## config.mk

```make
export PLATFORM = sky130hd
export DESIGN_NAME = rf_wb_scoreboard
export DESIGN_NICKNAME = d
export VERILOG_FILES = /design/src/rtl/rf_wb_scoreboard.sv
export SDC_FILE = /design/constraint.sdc
export NUM_CORES = 1
export LEC_CHECK = 0
export BUFFER_PORTS_ARGS = -buffer_cell sky130_fd_sc_hd__buf_2
export CORE_ASPECT_RATIO = 2
export CORE_MARGIN = 1.5
export CORE_UTILIZATION = 55
export CTS_CLUSTER_SIZE = 20
export DETAILED_ROUTE_END_ITERATION = 6
export PLACE_DENSITY = 0.83
export RECOVER_POWER = 50
export SLEW_MARGIN = 20
export SYNTH_ARGS = -nofsm -noshare
export SYNTH_HDL_FRONTEND = slang
export SYNTH_SLANG_ARGS = --single-unit
```

## constraint.sdc

```tcl
create_clock -name clk -period 11.9 [get_ports clk]
set_input_delay 1.19 -clock clk [delete_from_list [all_inputs] [get_ports clk]]
set_output_delay 1.19 -clock clk [all_outputs]
set_load 0.02 [all_outputs]
```

## src/rtl/rf_wb_scoreboard.sv

```systemverilog
// Register busy scoreboard with two-source (ALU/MEM) writeback arbiter; 1-cycle grant-to-write latency.
// Issue stalls combinationally on busy operands; MEM wins ties except after STARVE_MAX wins, then ALU is forced.
module rf_wb_scoreboard #(
    parameter int RF_NUM     = 32,
    parameter int GR_W       = 5,
    parameter int D_W        = 32,
    parameter int STARVE_MAX = 3
) (
    input  logic            clk,
    input  logic            reset,
    input  logic            flush,
    input  logic            iss_valid,
    input  logic [GR_W-1:0] iss_rj,
    input  logic [GR_W-1:0] iss_rk,
    input  logic [GR_W-1:0] iss_rd,
    input  logic            iss_wen,
    output logic            iss_ready,
    input  logic            alu_valid,
    input  logic [GR_W-1:0] alu_rd,
    input  logic [D_W-1:0]  alu_data,
    output logic            alu_ready,
    input  logic            mem_valid,
    input  logic [GR_W-1:0] mem_rd,
    input  logic [D_W-1:0]  mem_data,
    output logic            mem_ready,
    output logic            regWriteEn,
    output logic [GR_W-1:0] rd_in,
    output logic [D_W-1:0]  regWriteData,
    output logic [GR_W:0]   busy_cnt
);

    localparam logic [1:0] LP_STARVE_MAX = 2'(STARVE_MAX);

    logic [RF_NUM-1:0] r_busy;
    logic [RF_NUM-1:0] w_busy_nxt;
    logic [1:0]        r_starve;
    logic              w_starve_hit;
    logic              w_alu_gnt;
    logic              w_mem_gnt;
    logic              w_any_gnt;
    logic              w_iss_set;
    logic [GR_W-1:0]   w_wb_rd;
    logic [D_W-1:0]    w_wb_data;
    logic [GR_W:0]     w_busy_pop;

    // Hazard check looks only at registered busy bits: a same-cycle writeback does not unblock issue.
    assign iss_ready = iss_valid & ~flush & ~reset
                     & ~r_busy[iss_rj] & ~r_busy[iss_rk]
                     & ~(iss_wen & r_busy[iss_rd]);

    assign w_starve_hit = (r_starve == LP_STARVE_MAX);
    assign w_alu_gnt    = ~reset & alu_valid & (~mem_valid | w_starve_hit);
    assign w_mem_gnt    = ~reset & mem_valid & ~(alu_valid & w_starve_hit);
    assign w_any_gnt    = w_alu_gnt | w_mem_gnt;
    assign alu_ready    = w_alu_gnt;
    assign mem_ready    = w_mem_gnt;

    assign w_wb_rd   = w_alu_gnt ? alu_rd   : mem_rd;
    assign w_wb_data = w_alu_gnt ? alu_data : mem_data;
    assign w_iss_set = iss_ready & iss_wen & (iss_rd != '0);

    // Set is applied after the clear so a same-index set/clear leaves the bit busy.
    always_comb begin
        w_busy_nxt = flush ? '0 : r_busy;
        if (w_any_gnt) begin
            w_busy_nxt[w_wb_rd] = 1'b0;
        end
        if (w_iss_set) begin
            w_busy_nxt[iss_rd] = 1'b1;
        end
        w_busy_nxt[0] = 1'b0;
    end

    always_comb begin
        w_busy_pop = '0;
        for (int i = 0; i < RF_NUM; i++) begin
            w_busy_pop = w_busy_pop + (GR_W+1)'(w_busy_nxt[i]);
        end
    end

    always_ff @(posedge clk) begin
        if (reset) begin
            r_busy       <= '0;
            r_starve     <= '0;
            regWriteEn   <= 1'b0;
            rd_in        <= '0;
            regWriteData <= '0;
            busy_cnt     <= '0;
        end else begin
            r_busy     <= w_busy_nxt;
            busy_cnt   <= w_busy_pop;
            regWriteEn <= w_any_gnt & (w_wb_rd != '0);
            if (w_any_gnt) begin
                rd_in        <= w_wb_rd;
                regWriteData <= w_wb_data;
            end
            if (flush || !alu_valid || w_alu_gnt) begin
                r_starve <= '0;
            end else if (w_mem_gnt) begin
                r_starve <= r_starve + 2'd1;
            end
        end
    end

endmodule

```

==> metrics.yaml, run 1 <==
clock_tree:
  cts_hold_buf: 0
  cts_tree: "done"
  postCtsSetupBuffers: 0
  cts_buffers: 9
  cts.clk_slew.worst_paths_ns: 0.06
  cts_resized: 0
  clockRootBuffer: "clkbuf_16"
  clock_path_buffers: 2
  clk_latency_ns: 0.34
  htreeDepth: 3
  clock-sinks: 77
global_route:
  grt_start_max_net_pins: 65
  track_usage: 0.362
  grt_pass1_vias: 5901
  grt_remaining_overflow: 0
  grt_first_pass_wirelength_um: 29100
  grt_antenna_before_repair: 0
sta:
  fin_crit_sh: 0.762
  rsz0062_at_grt: "false"
  final.setup_skew_ns: 0.00719
  setup_ws_ns: 2.83
  slew_viol_final: 39
  tightest_slew_ns: 1.57
  period_minus_slack_ns: 9.07
  max_slew_margin: -0.0446
  setup_viol: 0
  max_freq_mhz: 110
  finalHoldViolations: 0
  fin_setup_tns_ns: 0
die:
  fp.dieArea_um2: 10700
  io_pins: 143
  core_area_um2: 9760
  die_width_um: 73.7
  num_rows: 51
  initial_core_util: 0.564
  fp.dieH_um: 144
synthesis:
  ys_seq_area_frac: 0.280
  yosys_warnings: 0
  synth_adder_area_share: 0.102
  synthFlopType: "dfxtp_1"
  syn_inst: 633
  synth.top_cell.area_share: 0.280
  synth_compound_area_frac: 0.241
  synthXorXnorAreaFrac: 0.00477
  synth_top_area_cell: "dfxtp_1"
  avgSynthCellArea_um2: 8.70
  synth_top_family_by_area: "compound AO/OA/AOI/OAI gates"
  ys_async_sr_fraction: 0
  netlist_area_um2: 5510
  yosys.area_share.simple: 0.211
  synth-seq-cells: 77
  muxShareOfSynthArea: 0.0970
  yosysUniqueCellTypes: 55
  synth_edf_count: 0
  synth_nets: 760
  synth_area_leaders: "dfxtp_1 28%, fa_1 8.4%, mux4_2 6.5%"
outcome:
  status: "finished with violations"
  failed_checks: "capacitance limit, slew limit"
placed_design:
  port_buffers: 142
  place_ws_ns: 3.41
  gp_congestion: 0.995
  hpwl_um: 13600
  dp.cells: 860
  placed_area_um2: 6210
setup_path:
  r2r-end: "busy_cnt[4]$_SDFF_PP0_"
  critPathMaxFanout: 64
  endpoint_kind: "flip-flop"
  cp-start-kind: "input pin"
  r2r-start: "r_starve[0]$_SDFFE_PP0P_"
  worst_path_largest_cell_delay_ns: 1.15
  crit_top_cell: "fa_1"
  critical_path.top_delay_family: "adder cells"
  reg2reg_depth: 27
  crit_type: "in2reg"
  cp_slowest_cell: "clkbuf_1"
  crit_required_ns: 12.10
  path_buf_inv: 10
  r2r_setup_slack_ns: 3.76
  arrival_ns: 9.27
finish:
  multiInputGateArea_um2: 3620
  mostFrequentLayoutCell: "buf_2"
  area_growth_pct: 17.5
  post_route_cells_drive_above_1_share: 0.231
  finalInstanceArea_um2: 6470
  fin_cells: 876
  diodes: 0
  nFillCells: 860
  nets: 866
  seq_area_um2: 1540
  layout_common_cells: "98 x buf_2, 84 x nand2_1, 77 x dfxtp_1"
detailed_routing:
  wl_per_cell_um: 20.5
  drc: 0
  viasPerCell: 6.51
  drtIter0Drc: 480
  firstDrtPassIters: 5
  vias: 5704
  ant_nets: 0
  drt_wl_total_um: 18000
power:
  leakagePower_nw: 2.56
  vdd_drop_max_mv: 0.0855
  p_per_area_nw_per_um2: 105
  power_w: 0.000681
worst_hold_path:
  hp-class: "reg2reg"
  min_to: "r_starve[0]$_SDFFE_PP0P_"
  holdPathStages: 1
  worstHoldStart: "r_starve[0]$_SDFFE_PP0P_"
job:
  maxCapViolCount: 1
-- power by group --
| part | leakage, nW | internal, W | switching (W) |
|---|---|---|---|
| combinational | 1.78 | 0.0000378 | 0.0000779 |
| clock | 0.151 | 0.000180 | 0.000111 |
| sequential | 0.629 | 0.000268 | 0.00000587 |
| total | 2.56 | 0.000486 | 0.000195 |
-- state kept, by name (all words and copies together), names as in the netlist --
name          count
regWriteData     32
r_busy           31
busy_cnt          6
rd_in             5
r_starve          2
regWriteEn        1
-- worst max-delay path by stage --
stage	startpoint	to	slack, ns	depth (start not counted)
6_report	reset	busy_cnt[4]$_SDFF_PP0_	2.83	28
5_1_grt	reset	busy_cnt[4]$_SDFF_PP0_	2.34	28
4_1_cts	reset	busy_cnt[4]$_SDFF_PP0_	3.70	28
3_5_place_dp	reset	busy_cnt[4]$_SDFF_PP0_	3.41	26
3_3_place_gp	iss_rd[0]	busy_cnt[4]$_SDFF_PP0_	3.55	25
2_1_floorplan	iss_rd[1]	busy_cnt[4]$_SDFF_PP0_	4.04	26
-- through the flow --
step | utilization | hold slack, ns
floorplan | - | 0.398
global placement | 0.636 | 0.406
detailed placement | 0.636 | 0.439
CTS | 0.669 | 0.448
global route | 0.662 | 0.466
finish | 0.662 | 0.440
-- Yosys cell counts, types with 9 or more instances --
library cell,count
o31ai_2,15
nor2_1,57
or2_2,11
nand3_1,28
mux2i_1,14
o31a_1,10
o31ai_1,19
inv_1,30
mux4_2,16
a311oi_1,36
nand2b_1,11
clkbuf_1,43
o22ai_1,13
o311ai_0,10
fa_1,23
nand2_1,84
dfxtp_1,77
o21ai_0,15
or3_1,9
-- worst register-to-register path, stage by stage, from the launching register on --
cell and delay [ns]:
dfxtp_1 0.34, ha_1 0.20, nand2b_1 0.25, nand2_1 0.11
inv_1 0.12, clkbuf_1 1.15, o21ai_0 0.64, nand2_1 0.29
o211ai_1 0.14, o21ai_0 0.21, fa_1 0.48, inv_1 0.11
fa_1 0.45, fa_1 0.53, inv_1 0.05, fa_1 0.47
inv_1 0.05, fa_1 0.50, fa_1 0.54, inv_1 0.06
fa_1 0.45, inv_1 0.09, fa_1 0.21, inv_1 0.05
a21o_1 0.15, a21oi_1 0.16, xor2_1 0.15, nor2_1 0.05
-- metal layers --
metal / global-route usage / routed length, um
met4: 0.299 / 1590
met2: 0.622 / 9270
met1: 0.348 / 5850
met5: 0 / 0
met3: 0.0934 / 1290
-- cell families (layout without fill, tap and decap cells) --
kind of cell               Yosys count  count (layout)
and+or+nand+nor                    239             239
AOI/OAI and AO/OA                  165             165
buffers and inverters               85             196
DFF                                 77              77
muxes                               33              33
adders and majority gates           31              31
xor gates and xnor gates             3               3
-- layout make-up --
| type | instances | area share |
|---|---|---|
| clock buffer | 12 | 0.0412 |
| clock inverter | 4 | 0.00832 |
| inverter | 30 | 0.0174 |
| multi-input combinational | 471 | 0.560 |
| sequential | 77 | 0.238 |
| tap | 132 | 0.0255 |
| timing repair buffer | 150 | 0.110 |
Note: power is estimated with default switching activity, not from simulation.
==> inputs of run 2 (changes only) <==
--- a/config.mk
+++ b/config.mk
@@ -8,10 +8,10 @@
 export BUFFER_PORTS_ARGS = -buffer_cell sky130_fd_sc_hd__buf_2
 export CORE_ASPECT_RATIO = 2
 export CORE_MARGIN = 1.5
-export CORE_UTILIZATION = 55
+export CORE_UTILIZATION = 54
 export CTS_CLUSTER_SIZE = 20
 export DETAILED_ROUTE_END_ITERATION = 6
-export PLACE_DENSITY = 0.83
+export PLACE_DENSITY = 0.81
 export RECOVER_POWER = 50
 export SLEW_MARGIN = 20
 export SYNTH_ARGS = -nofsm -noshare
==> constraint.sdc (replaced) <==
create_clock -name clk -period 8.8 [get_ports clk]
set_input_delay 0.88 -clock clk [delete_from_list [all_inputs] [get_ports clk]]
set_output_delay 0.88 -clock clk [all_outputs]
set_load 0.02 [all_outputs]
==> run 2 against run 1 <==
  * The flow now finishes without violations
  * Largest power group unchanged
  * Worst hold slack lost 0.014 ns
  * Setup slack worse by 2.0 ns
  * Clock power up 42%
  * Wire length increased by 10%
==> metrics.yaml, run 2 (same netlist as run 1, synthesis figures left out) <==
global_route:
  grt_pass1_vias: 5778
  grt_start_max_net_pins: 63
  grt_remaining_overflow: 0
  track_usage: 0.385
  grt_first_pass_wirelength_um: 30900
  grt_antenna_before_repair: 0
placed_design:
  port_buffers: 142
  dp.cells: 870
  gp_congestion: 1.06
  hpwl_um: 14600
  place_ws_ns: 0.820
clock_tree:
  cts_buffers: 9
  clockRootBuffer: "clkbuf_16"
  cts_hold_buf: 0
  cts_resized: 0
  cts_tree: "done"
  clock_path_buffers: 2
  htreeDepth: 3
  clk_latency_ns: 0.35
  cts.clk_slew.worst_paths_ns: 0.06
  clock-sinks: 77
  postCtsSetupBuffers: 0
setup_path:
  crit_cells: 26
  r2r-start: "r_starve[0]$_SDFFE_PP0P_"
  worst_path_largest_cell_delay_ns: 0.57
  critPathMaxFanout: 16
  r2r-end: "busy_cnt[4]$_SDFF_PP0_"
  endpoint_kind: "flip-flop"
  path_buf_inv: 8
  crit_required_ns: 9.01
  crit_type: "in2reg"
  arrival_ns: 8.20
  reg2reg_depth: 26
  cp_slowest_cell: "fa_1"
  critical_path.top_delay_family: "adder cells"
  r2r_setup_slack_ns: 1.20
  crit_start: "alu_valid"
  crit_top_cell: "fa_1"
  cp-start-kind: "input pin"
finish:
  largest_reg_flops: 32
  nets: 873
  area_growth_pct: 18.6
  fin_cells: 886
  mostFrequentLayoutCell: "buf_2"
  reg_top3: "regWriteData (32), r_busy (31), busy_cnt (6)"
  diodes: 0
  layout_common_cells: "98 x buf_2, 84 x nand2_1, 77 x dfxtp_1"
  top_register: "regWriteData"
  post_route_cells_drive_above_1_share: 0.237
worst_hold_path:
  worstHoldStart: "r_starve[0]$_SDFFE_PP0P_"
  holdPathStages: 1
  hp-class: "reg2reg"
  min_to: "r_starve[0]$_SDFFE_PP0P_"
sta:
  finalHoldViolations: 0
  setup_ws_ns: 0.810
  max_freq_mhz: 125
  slew_viol_final: 0
  max_slew_margin: 0.281
  tightest_slew_ns: 1.07
  setup_viol: 0
  final.setup_skew_ns: 0.00743
  fin_setup_tns_ns: 0
  period_minus_slack_ns: 7.99
  rsz0062_at_grt: "false"
  fin_crit_sh: 0.908
  hold_ws_ns: 0.426
detailed_routing:
  ant_nets: 0
  vias: 5816
  drtIter0Drc: 775
  wl_per_cell_um: 22.4
  drc: 0
  drt_wl_total_um: 19800
  firstDrtPassIters: 7
  viasPerCell: 6.56
power:
  leakagePower_nw: 2.60
  power_w: 0.000944
  p_per_area_nw_per_um2: 145
  vdd_drop_max_mv: 0.125
  combPwrFrac: 0.168
  power_switching_w: 0.000271
  seq_power_share: 0.393
  pwr-share-clk: 0.439
  p_int_w: 0.000673
  switching_share: 0.287
die:
  fp.dieArea_um2: 10800
  num_rows: 52
  core_area_um2: 10000
  die_width_um: 74.4
  initial_core_util: 0.549
  io_pins: 143
  fp.dieH_um: 146
job:
  maxCapViolCount: 0
outcome:
  status: "finished, final reports clean"
[run 2: cell types whose count changed in the layout (fill, tap and decap cells not counted), sizes merged]
cell / change
clkbuf: -1
clkinv: +2
buf: +6
bufinv: +1
clkinvlp: -1
[run 2: cell type report]
| cell class | count | area, um^2 |
|---|---|---|
| Sequential cell | 77 | 1540 |
| Clock inverter | 6 | 93.8 |
| Clock buffer | 10 | 239 |
| Timing Repair Buffer | 157 | 757 |
| Tap cell | 135 | 169 |
| Multi-Input combinational cell | 471 | 3620 |
| Fill cell | 930 | 3490 |
| Inverter | 30 | 113 |
[run 2: worst max path at each step]
stage	endpoint	slack, ns
floorplan	busy_cnt[4]$_SDFF_PP0_	1.25
global placement	busy_cnt[4]$_SDFF_PP0_	0.99
detailed placement	busy_cnt[4]$_SDFF_PP0_	0.82
CTS	busy_cnt[4]$_SDFF_PP0_	1.11
global route	busy_cnt[4]$_SDFF_PP0_	0.49
finish	busy_cnt[4]$_SDFF_PP0_	0.81
[run 2: power by group through the flow]
| stage | clock network, W | logic [W] | registers [W] |
|---|---|---|---|
| 2_1_floorplan | 0 | 0.0000810 | 0.000394 |
| 5_1_grt | 0.000424 | 0.000170 | 0.000372 |
| 4_1_cts | 0.000413 | 0.000160 | 0.000370 |
| 3_3_place_gp | 0 | 0.000157 | 0.000377 |
| 3_5_place_dp | 0 | 0.000160 | 0.000378 |
| 6_report | 0.000414 | 0.000159 | 0.000371 |
[run 2: metal layers]
layer / track usage / wire [um]
met5: 0 / 0
met4: 0.290 / 1930
met1: 0.395 / 6230
met3: 0.130 / 1890
met2: 0.621 / 9770
[run 2: metrics by stage]
step	utilization	cell area (um^2)
5_1_grt	0.652	6530
4_1_cts	0.658	6600
3_5_place_dp	0.625	6260
2_1_floorplan	-	5510
6_report	0.652	6530
3_3_place_gp	0.625	6260
